### src/rtl/mem_stage_pkg.sv
// rtl/mem_stage_pkg.sv - shared types and constants for the EX/MEM access stage
package mem_stage_pkg;

   typedef enum logic {
      IDLE,
      ACCESS
   } state_t;

   typedef enum logic [1:0] {
      RES_ALU = 2'b00,
      RES_MEM = 2'b01,
      RES_PC4 = 2'b10
   } result_src_t;

   localparam int BYTE_W = 8;

endpackage

### src/rtl/mem_watchdog.sv
// rtl/mem_watchdog.sv - counts ACCESS cycles without ack and flags an abandoned access
module mem_watchdog
   import mem_stage_pkg::*;
#(
   parameter int TIMEOUT_CYCLES = 16
) (
   input  logic clk,
   input  logic rst,
   input  logic active,
   input  logic ack,
   output logic expired
);

   localparam int CW = $clog2(TIMEOUT_CYCLES + 1);

   logic [CW-1:0] count_q;
   logic [CW-1:0] count_d;

   // Counter sits at zero outside ACCESS, so it is already clear on entry.
   always_comb begin
      count_d = '0;
      if (active && !ack) begin
         count_d = count_q + 1'b1;
      end
   end

   always_ff @(posedge clk) begin
      if (rst) begin
         count_q <= '0;
      end else begin
         count_q <= count_d;
      end
   end

   assign expired = active && !ack && (count_q == CW'(TIMEOUT_CYCLES - 1));

endmodule

### src/rtl/mem_access_stage.sv
// rtl/mem_access_stage.sv - EX/MEM stage with byte load/store handshake
// Optional access timeout and fault pulse enabled by MEM_TIMEOUT_EN.
module mem_access_stage
   import mem_stage_pkg::*;
#(
   parameter int DATA_WIDTH     = 32,
   parameter int TIMEOUT_CYCLES = 16
) (
   input  logic                  clk,
   input  logic                  rst,
   input  logic                  in_valid,
   output logic                  in_ready,
   input  logic                  flush,
   input  logic [DATA_WIDTH-1:0] ALUResult,
   input  logic [DATA_WIDTH-1:0] WriteData,
   input  logic [DATA_WIDTH-1:0] PCPlus4,
   input  logic                  MemRead,
   input  logic                  MemWrite,
   input  logic                  RegWrite,
   input  logic [4:0]            Rd,
   input  logic [1:0]            ResultSrc,
   output logic                  mem_req,
   output logic                  mem_we,
   output logic [DATA_WIDTH-1:0] mem_addr,
   output logic [BYTE_W-1:0]     mem_wdata,
   input  logic [BYTE_W-1:0]     mem_rdata,
   input  logic                  mem_ack,
   output logic                  out_valid,
   output logic [DATA_WIDTH-1:0] ResultW,
   output logic [4:0]            RdW,
   output logic                  RegWriteW,
   output logic                  fault
);

   state_t                  state_q, state_d;
   logic [DATA_WIDTH-1:0]   addr_q, addr_d;
   logic [BYTE_W-1:0]       wdata_q, wdata_d;
   logic                    we_q, we_d;
   logic [4:0]              rd_q, rd_d;
   logic                    regwrite_q, regwrite_d;
   logic [1:0]              src_q, src_d;
   logic [DATA_WIDTH-1:0]   pc4_q, pc4_d;
   logic                    out_valid_q, out_valid_d;
   logic [DATA_WIDTH-1:0]   result_q, result_d;
   logic [4:0]              rdw_q, rdw_d;
   logic                    regwritew_q, regwritew_d;
   logic                    fault_q, fault_d;
   logic                    accept;
   logic                    timeout_hit;
   logic                    unused_bits;

   function automatic logic [DATA_WIDTH-1:0] pick_result(
      input logic [1:0]            src,
      input logic [DATA_WIDTH-1:0] alu,
      input logic [DATA_WIDTH-1:0] pc4,
      input logic [BYTE_W-1:0]     load_byte
   );
      case (src)
         RES_MEM: return {{(DATA_WIDTH-BYTE_W){1'b0}}, load_byte};
         RES_PC4: return pc4;
         default: return alu;
      endcase
   endfunction

`ifdef MEM_TIMEOUT_EN
   mem_watchdog #(
      .TIMEOUT_CYCLES(TIMEOUT_CYCLES)
   ) u_watchdog (
      .clk    (clk),
      .rst    (rst),
      .active (state_q == ACCESS),
      .ack    (mem_ack),
      .expired(timeout_hit)
   );
   assign unused_bits = ^WriteData[DATA_WIDTH-1:BYTE_W];
`else
   assign timeout_hit = 1'b0;
   assign unused_bits = ^{WriteData[DATA_WIDTH-1:BYTE_W], TIMEOUT_CYCLES[0]};
`endif

   assign accept = in_valid && (state_q == IDLE) && !flush;

   always_comb begin
      state_d     = state_q;
      addr_d      = addr_q;
      wdata_d     = wdata_q;
      we_d        = we_q;
      rd_d        = rd_q;
      regwrite_d  = regwrite_q;
      src_d       = src_q;
      pc4_d       = pc4_q;
      out_valid_d = 1'b0;
      result_d    = result_q;
      rdw_d       = rdw_q;
      regwritew_d = regwritew_q;
      fault_d     = 1'b0;
      case (state_q)
         IDLE: begin
            if (accept && (MemRead || MemWrite)) begin
               state_d    = ACCESS;
               addr_d     = ALUResult;
               wdata_d    = WriteData[BYTE_W-1:0];
               we_d       = MemWrite;
               rd_d       = Rd;
               regwrite_d = RegWrite && !MemWrite && (Rd != 5'd0);
               src_d      = ResultSrc;
               pc4_d      = PCPlus4;
            end else if (accept) begin
               out_valid_d = 1'b1;
               result_d    = pick_result(ResultSrc, ALUResult, PCPlus4, '0);
               rdw_d       = Rd;
               regwritew_d = RegWrite && (Rd != 5'd0);
            end
         end
         ACCESS: begin
            // An ack coinciding with the timeout still completes the access.
            if (mem_ack) begin
               state_d     = IDLE;
               out_valid_d = 1'b1;
               result_d    = pick_result(src_q, addr_q, pc4_q, mem_rdata);
               rdw_d       = rd_q;
               regwritew_d = regwrite_q;
            end else if (timeout_hit) begin
               state_d     = IDLE;
               out_valid_d = 1'b1;
               fault_d     = 1'b1;
               rdw_d       = rd_q;
               regwritew_d = 1'b0;
            end
         end
         default: state_d = IDLE;
      endcase
   end

   always_ff @(posedge clk) begin
      if (rst) begin
         state_q     <= IDLE;
         addr_q      <= '0;
         wdata_q     <= '0;
         we_q        <= 1'b0;
         rd_q        <= '0;
         regwrite_q  <= 1'b0;
         src_q       <= '0;
         pc4_q       <= '0;
         out_valid_q <= 1'b0;
         result_q    <= '0;
         rdw_q       <= '0;
         regwritew_q <= 1'b0;
         fault_q     <= 1'b0;
      end else begin
         state_q     <= state_d;
         addr_q      <= addr_d;
         wdata_q     <= wdata_d;
         we_q        <= we_d;
         rd_q        <= rd_d;
         regwrite_q  <= regwrite_d;
         src_q       <= src_d;
         pc4_q       <= pc4_d;
         out_valid_q <= out_valid_d;
         result_q    <= result_d;
         rdw_q       <= rdw_d;
         regwritew_q <= regwritew_d;
         fault_q     <= fault_d;
      end
   end

   assign in_ready  = (state_q == IDLE);
   assign mem_req   = (state_q == ACCESS);
   assign mem_we    = we_q;
   assign mem_addr  = addr_q;
   assign mem_wdata = wdata_q;
   assign out_valid = out_valid_q;
   assign ResultW   = result_q;
   assign RdW       = rdw_q;
   assign RegWriteW = regwritew_q;
   assign fault     = fault_q;

endmodule
### config.mk
export PLATFORM = sky130hd
export DESIGN_NAME = mem_access_stage
export DESIGN_NICKNAME = d
export VERILOG_FILES = /design/src/rtl/mem_stage_pkg.sv /design/src/rtl/mem_watchdog.sv /design/src/rtl/mem_access_stage.sv
export SDC_FILE = /design/constraint.sdc
export NUM_CORES = 1
export LEC_CHECK = 0
export BUFFER_PORTS_ARGS = -buffer_cell sky130_fd_sc_hd__buf_2
export CAP_MARGIN = 0
export CORE_MARGIN = 2
export CORE_UTILIZATION = 45
export DETAILED_ROUTE_END_ITERATION = 7
export PLACE_DENSITY = 0.77
export SLEW_MARGIN = 20
export SYNTH_ARGS = -nofsm -noshare
export SYNTH_HDL_FRONTEND = slang
export SYNTH_HIERARCHICAL = 1
export SYNTH_SLANG_ARGS = --single-unit
### constraint.sdc
create_clock -name clk -period 1.55 [get_ports clk]
set_input_delay 0.0775 -clock clk [delete_from_list [all_inputs] [get_ports clk]]
set_output_delay 0.0775 -clock clk [all_outputs]
set_load 0.01 [all_outputs]
## After elaboration in Yosys (flattened, before gate mapping)

Cells that the tools add are included.
Widths: inputs -> output; s select.

| word-level totals | value |
|---|---|
| register bits | 121 |
| input bits | 119 |
| logic and storage cells | 53 |

| operators by class | value |
|---|---|
| equal/unequal tests | 7 |
| muxes and demuxes | 21 |
| bitwise gates (word level) | 1 |
| reduce and logical (&&, ||, !) cells | 12 |

Operators by type and width:

| operator | number |
|---|---|
| $pmux 32 s2 | 3 |
| $mux 32 | 3 |
| $mux 5 | 3 |
| $pmux 5 s2 | 1 |
| $mux 1 | 8 |
| $logic_and 1x1->1 | 6 |
| $pmux 1 s2 | 3 |
| $reduce_bool 5->1 | 1 |
| $eq 2x1->1 const B | 2 |
| $eq 2x2->1 const B | 2 |
| $ne 2x2->1 const B | 2 |
| $reduce_and 3->1 | 1 |
| $logic_not 1->1 | 2 |
| $ne 2x1->1 const B | 1 |
| $reduce_and 2->1 | 1 |
| $logic_or 1x1->1 | 1 |
| $not 1->1 | 1 |

## Logic depth before layout (Yosys ltp)

| depth | value |
|---|---|
| depth in word-level cells | 6 |
| gate-level depth with buffers | 8 |
| mapped depth without buffers | 6 |

## Worst setup path after synthesis

OpenSTA, ideal clock, no wires.

| timing path | value |
|---|---|
| path kind | register to register |
| from | register src_q[0] |
| to | register result_q[4], in the netlist ResultW[4] |
| setup time | 70 ps |
| arrival time | 1556 ps |
| slack | -77 ps |
| cell stages (with the launch flop) | 9 |
| buffers on the path | 2 |
| clock period less this slack | 1627 ps |
| cell sequence | dfxtp_1 -> inv_1 -> ha_1 -> clkbuf_1 -> buf_1 -> nand2_1 -> o211ai_1 -> o211ai_1 -> a21oi_1 |

| between the ends | value |
|---|---|
| word-level cells in the longest chain between the ends | 4 |

RTL lines:

| element | RTL line | RTL |
|---|---|---|
| from (decl) | mem_access_stage.sv:41 | `logic [1:0] src_q, src_d;` |
| from (signal assigned) | mem_access_stage.sv:157 | `src_q <= src_d;` |
| $eq 2x2->1 or $eq 2x1->1 (tied branches) | mem_access_stage.sv:58 | `case (src)` |
| $pmux 32 s2 (*) | mem_access_stage.sv:58 |  |
| $mux 32 (*) | mem_access_stage.sv:117 | `if (mem_ack) begin` |
| $pmux 32 s2 (*) | mem_access_stage.sv:97 | `case (state_q)` |
| to (signal assigned) | mem_access_stage.sv:160 | `result_q <= result_d;` |
| to (decl) | mem_access_stage.sv:44 | `logic [DATA_WIDTH-1:0] result_q, result_d;` |

Every way passes the cells marked *; elsewhere a longest branch is shown, timed or not. The select of a mux whose other input is x is not followed.
A chain may end at the register's enable or synchronous reset.

## Worst setup path after layout

| timing path | value |
|---|---|
| from | register src_q[0] |
| to | register result_q[17], in the netlist ResultW[17] |

The elaborated chain is that of the path after synthesis.

==> flow_summary.yaml <==
timing:
  grt_setup_unrepaired: "true"
  maxSlewViolCount: 0
  skew_ns: 0.00637
  setup_viol: 0
  period_minus_slack_ns: 1.48
  hold_viol_final: 0
  setup_slack_ns: 0.0652
  period_share: 0.958
  finalSetupTns_ns: 0
  max_freq_ghz: 0.674
worst_setup_path:
  cp_cell_sequence: "inv_1, ha_4, buf_12, nand2_1, o211ai_1, nand3_1, a21oi_1"
  crit_end: "ResultW[17]"
  critPathKind: "flip-flop to flip-flop"
  r2r_slack_ns: 0.07
  timing.rr.start: "src_q[0]"
  timing.rr.end: "ResultW[17]"
  rr_worst_depth: 7
  required_ns: 1.88
  crit_path_start_kind: "flip-flop"
  setup.worst_path.start: "src_q[0]"
  critPathMaxStageDelay_ns: 0.36
  cp_data_arrival_time_ns: 1.81
  cpMaxStageDelayCell: "ha_4"
  cp_max_fo: 17
  setup.worst_path.end_class: "flip-flop"
global_routing:
  grtUsageTotal: 0.269
  grt_remaining_overflow: 0
  grt_max_degree: 82
  antenna_found_initial: 2
  grt_pass1_wl_mm: 28.1
  grt_pass1_vias: 5931
floorplan:
  dieArea_um2: 13000
  start_util: 0.459
  dieHeight_um: 114
  num_io_pins: 202
  die_w_um: 114
  rows: 40
  core-area_um2: 11900
outcome:
  status: "completed"
hold_path:
  hp-class: "primary input to flip-flop"
  hp-start: "rst"
place:
  routabilityCongestion: 0.826
  place_ws_ns: 0.0593
  portBuffers: 176
  hpwl_mm: 9.97
  placed_area_um2: 6510
  dp_cells: 1035
route:
  dr.pass1.iters: 7
  drc: 0
  initialDrtViolationCount: 629
  ant_nets: 0
  vias: 6302
  vias_per_cell: 5.47
  finalWirelength_mm: 18.4
  wl_per_cell_um: 16.0
power:
  cellPowerDensity_nw_per_um2: 1040
  seqPwrFrac: 0.401
  combPwrFrac: 0.156
  clkPwrFrac: 0.443
  switching_share: 0.260
  p_int_mw: 6.13
  max-vdd-ir-drop_mv: 0.759
  p_switching_mw: 2.15
  p_leak_nw: 3.21
logic_synthesis:
  yosys_warnings: 6
  syn-cell-area_um2: 5470
  synth-main-ff-cell: "dfxtp_1"
  synthTopCellsByArea: "dfxtp_1 (44%), nand2_1 (20%), a21oi_1 (13%), o211ai_1 (5.5%), o21ai_0 (3.0%)"
  synth_area_per_cell_um2: 7.20
  syn_inst: 759
  ys_seq_area_frac: 0.443
  syn_nets: 881
  synth-seq-cells: 121
  yosysUniqueCellTypes: 29
  synth.top_cell.area_share: 0.443
  yosysTopAreaCell: "dfxtp_1"
  synth_edf_count: 0
  ys_async_sr_fraction: 0
clock_network:
  cts_inserted_buffers: 17
  cts_tree: "yes"
  clock_latency_ns: 0.42
  cts_max_level: 4
  cts.clk_slew.worst_paths_ns: 0.06
  clockBufferDepth: 2
  cts_sinks: 121
  cts_setup_buffers: 0
  cts_root_buf: "clkbuf_16"
layout:
  layout_common_cells: "nand2_1 (290), buf_2 (175), a21oi_1 (136), dfxtp_1 (119), dlygate4sd3_1 (80)"
  fin_area_um2: 8000
  drive_above_1_share: 0.241
  layout_commonest_cell: "nand2_1"
  stdcell_count: 1152
  syn_to_final_growth_pct: 46.3
  nNetsFinal: 1113
run:
  maxCapViolCount: 0
[Yosys cell counts, drive strengths merged, types with 2 or more instances]
cell and n:
nand2b 2, o211ai 40, dfxtp 121, a22oi 9
nand3 24, ha 3, a21oi 137, buf 28
clkbuf 40, mux2i 5, inv 4, a211oi 5
o21ai 34, nand2 290, nor2 8
[metal layers]
metal	part of all wire	wire, µm	global-route usage
met4	0.022	408	0.125
met2	0.48	8840	0.440
met5	0.00071	13	0
met3	0.093	1720	0.0773
met1	0.40	7430	0.328
[timing repair]
item                                    4_1_cts  5_1_grt
endpoints found under the hold margin        80        0
endpoints found under the setup margin        0      102
resized for setup                             0       13
hold buffers                                 80        0
[state kept, by name, indices dropped and copies added (netlist names)]
| register | count |
|---|---|
| mem_we | 1 |
| RegWriteW | 1 |
| out_valid | 1 |
| src_q | 2 |
| ResultW | 32 |
| mem_addr | 32 |
| pc4_q | 32 |
| rd_q | 5 |
| regwrite_q | 1 |
| RdW | 5 |
| mem_wdata | 8 |
| mem_req | 1 |
[worst max-delay path, delay by kind of cell, from the launching register on]
kind	cells	cell delay (ns)
AO/OA/AOI/OAI	2	0.28
adder cells (fa/ha/maj)	1	0.36
buffers and inverters	2	0.24
flip-flops	1	0.34
AND/OR/NAND/NOR	2	0.17
[power by group through the flow]
| stage | registers [mW] | clock network, mW | logic [mW] |
|---|---|---|---|
| 3_5_place_dp | 3.39 | 0 | 1.04 |
| 2_1_floorplan | 3.42 | 0 | 0.567 |
| 3_3_place_gp | 3.38 | 0 | 1.02 |
| 4_1_cts | 3.32 | 3.74 | 1.20 |
| 5_1_grt | 3.34 | 3.90 | 1.41 |
| 6_report | 3.32 | 3.67 | 1.29 |
[layout make-up]
cell class | instances | area, µm²
Antenna cell | 1 | 2.50
Clock buffer | 23 | 478
Clock inverter | 9 | 72.6
Fill cell | 974 | 3910
Inverter | 4 | 15.0
Multi-Input combinational cell | 566 | 2750
Sequential cell | 121 | 2430
Tap cell | 147 | 184
Timing Repair Buffer | 281 | 2070
[worst min-delay path by stage]
| stage | to | depth (start not counted) |
|---|---|---|
| 5_1_grt | mem_we | 2 |
| 4_1_cts | mem_we | 2 |
| 2_1_floorplan | pc4_q[0] | 2 |
| 3_5_place_dp | mem_wdata[6] | 3 |
| 6_report | mem_we | 2 |
| 3_3_place_gp | mem_wdata[6] | 3 |
[through the flow]
stage | power, mW | util | hold slack [ns]
floorplan | 3.98 | - | 0.213
global placement | 4.41 | 0.546 | 0.320
detailed placement | 4.43 | 0.546 | 0.323
CTS | 8.26 | 0.660 | 0.00526
global route | 8.65 | 0.671 | 0.0168
finish | 8.29 | 0.671 | 0.0225
[logic make-up (layout without fill, tap and decap cells)]
family | count (synthesis) | in the layout | synth area share
simple gates | 328 | 328 | 0.235
mux | 5 | 5 | 0.00916
fa+ha+maj | 3 | 3 | 0.00687
flops | 121 | 121 | 0.443
compound gates | 229 | 229 | 0.244
buf+inv | 72 | 317 | 0.0618
other cells | 1 | 2 | 0.000686
Power figures use the tool's default switching activity.
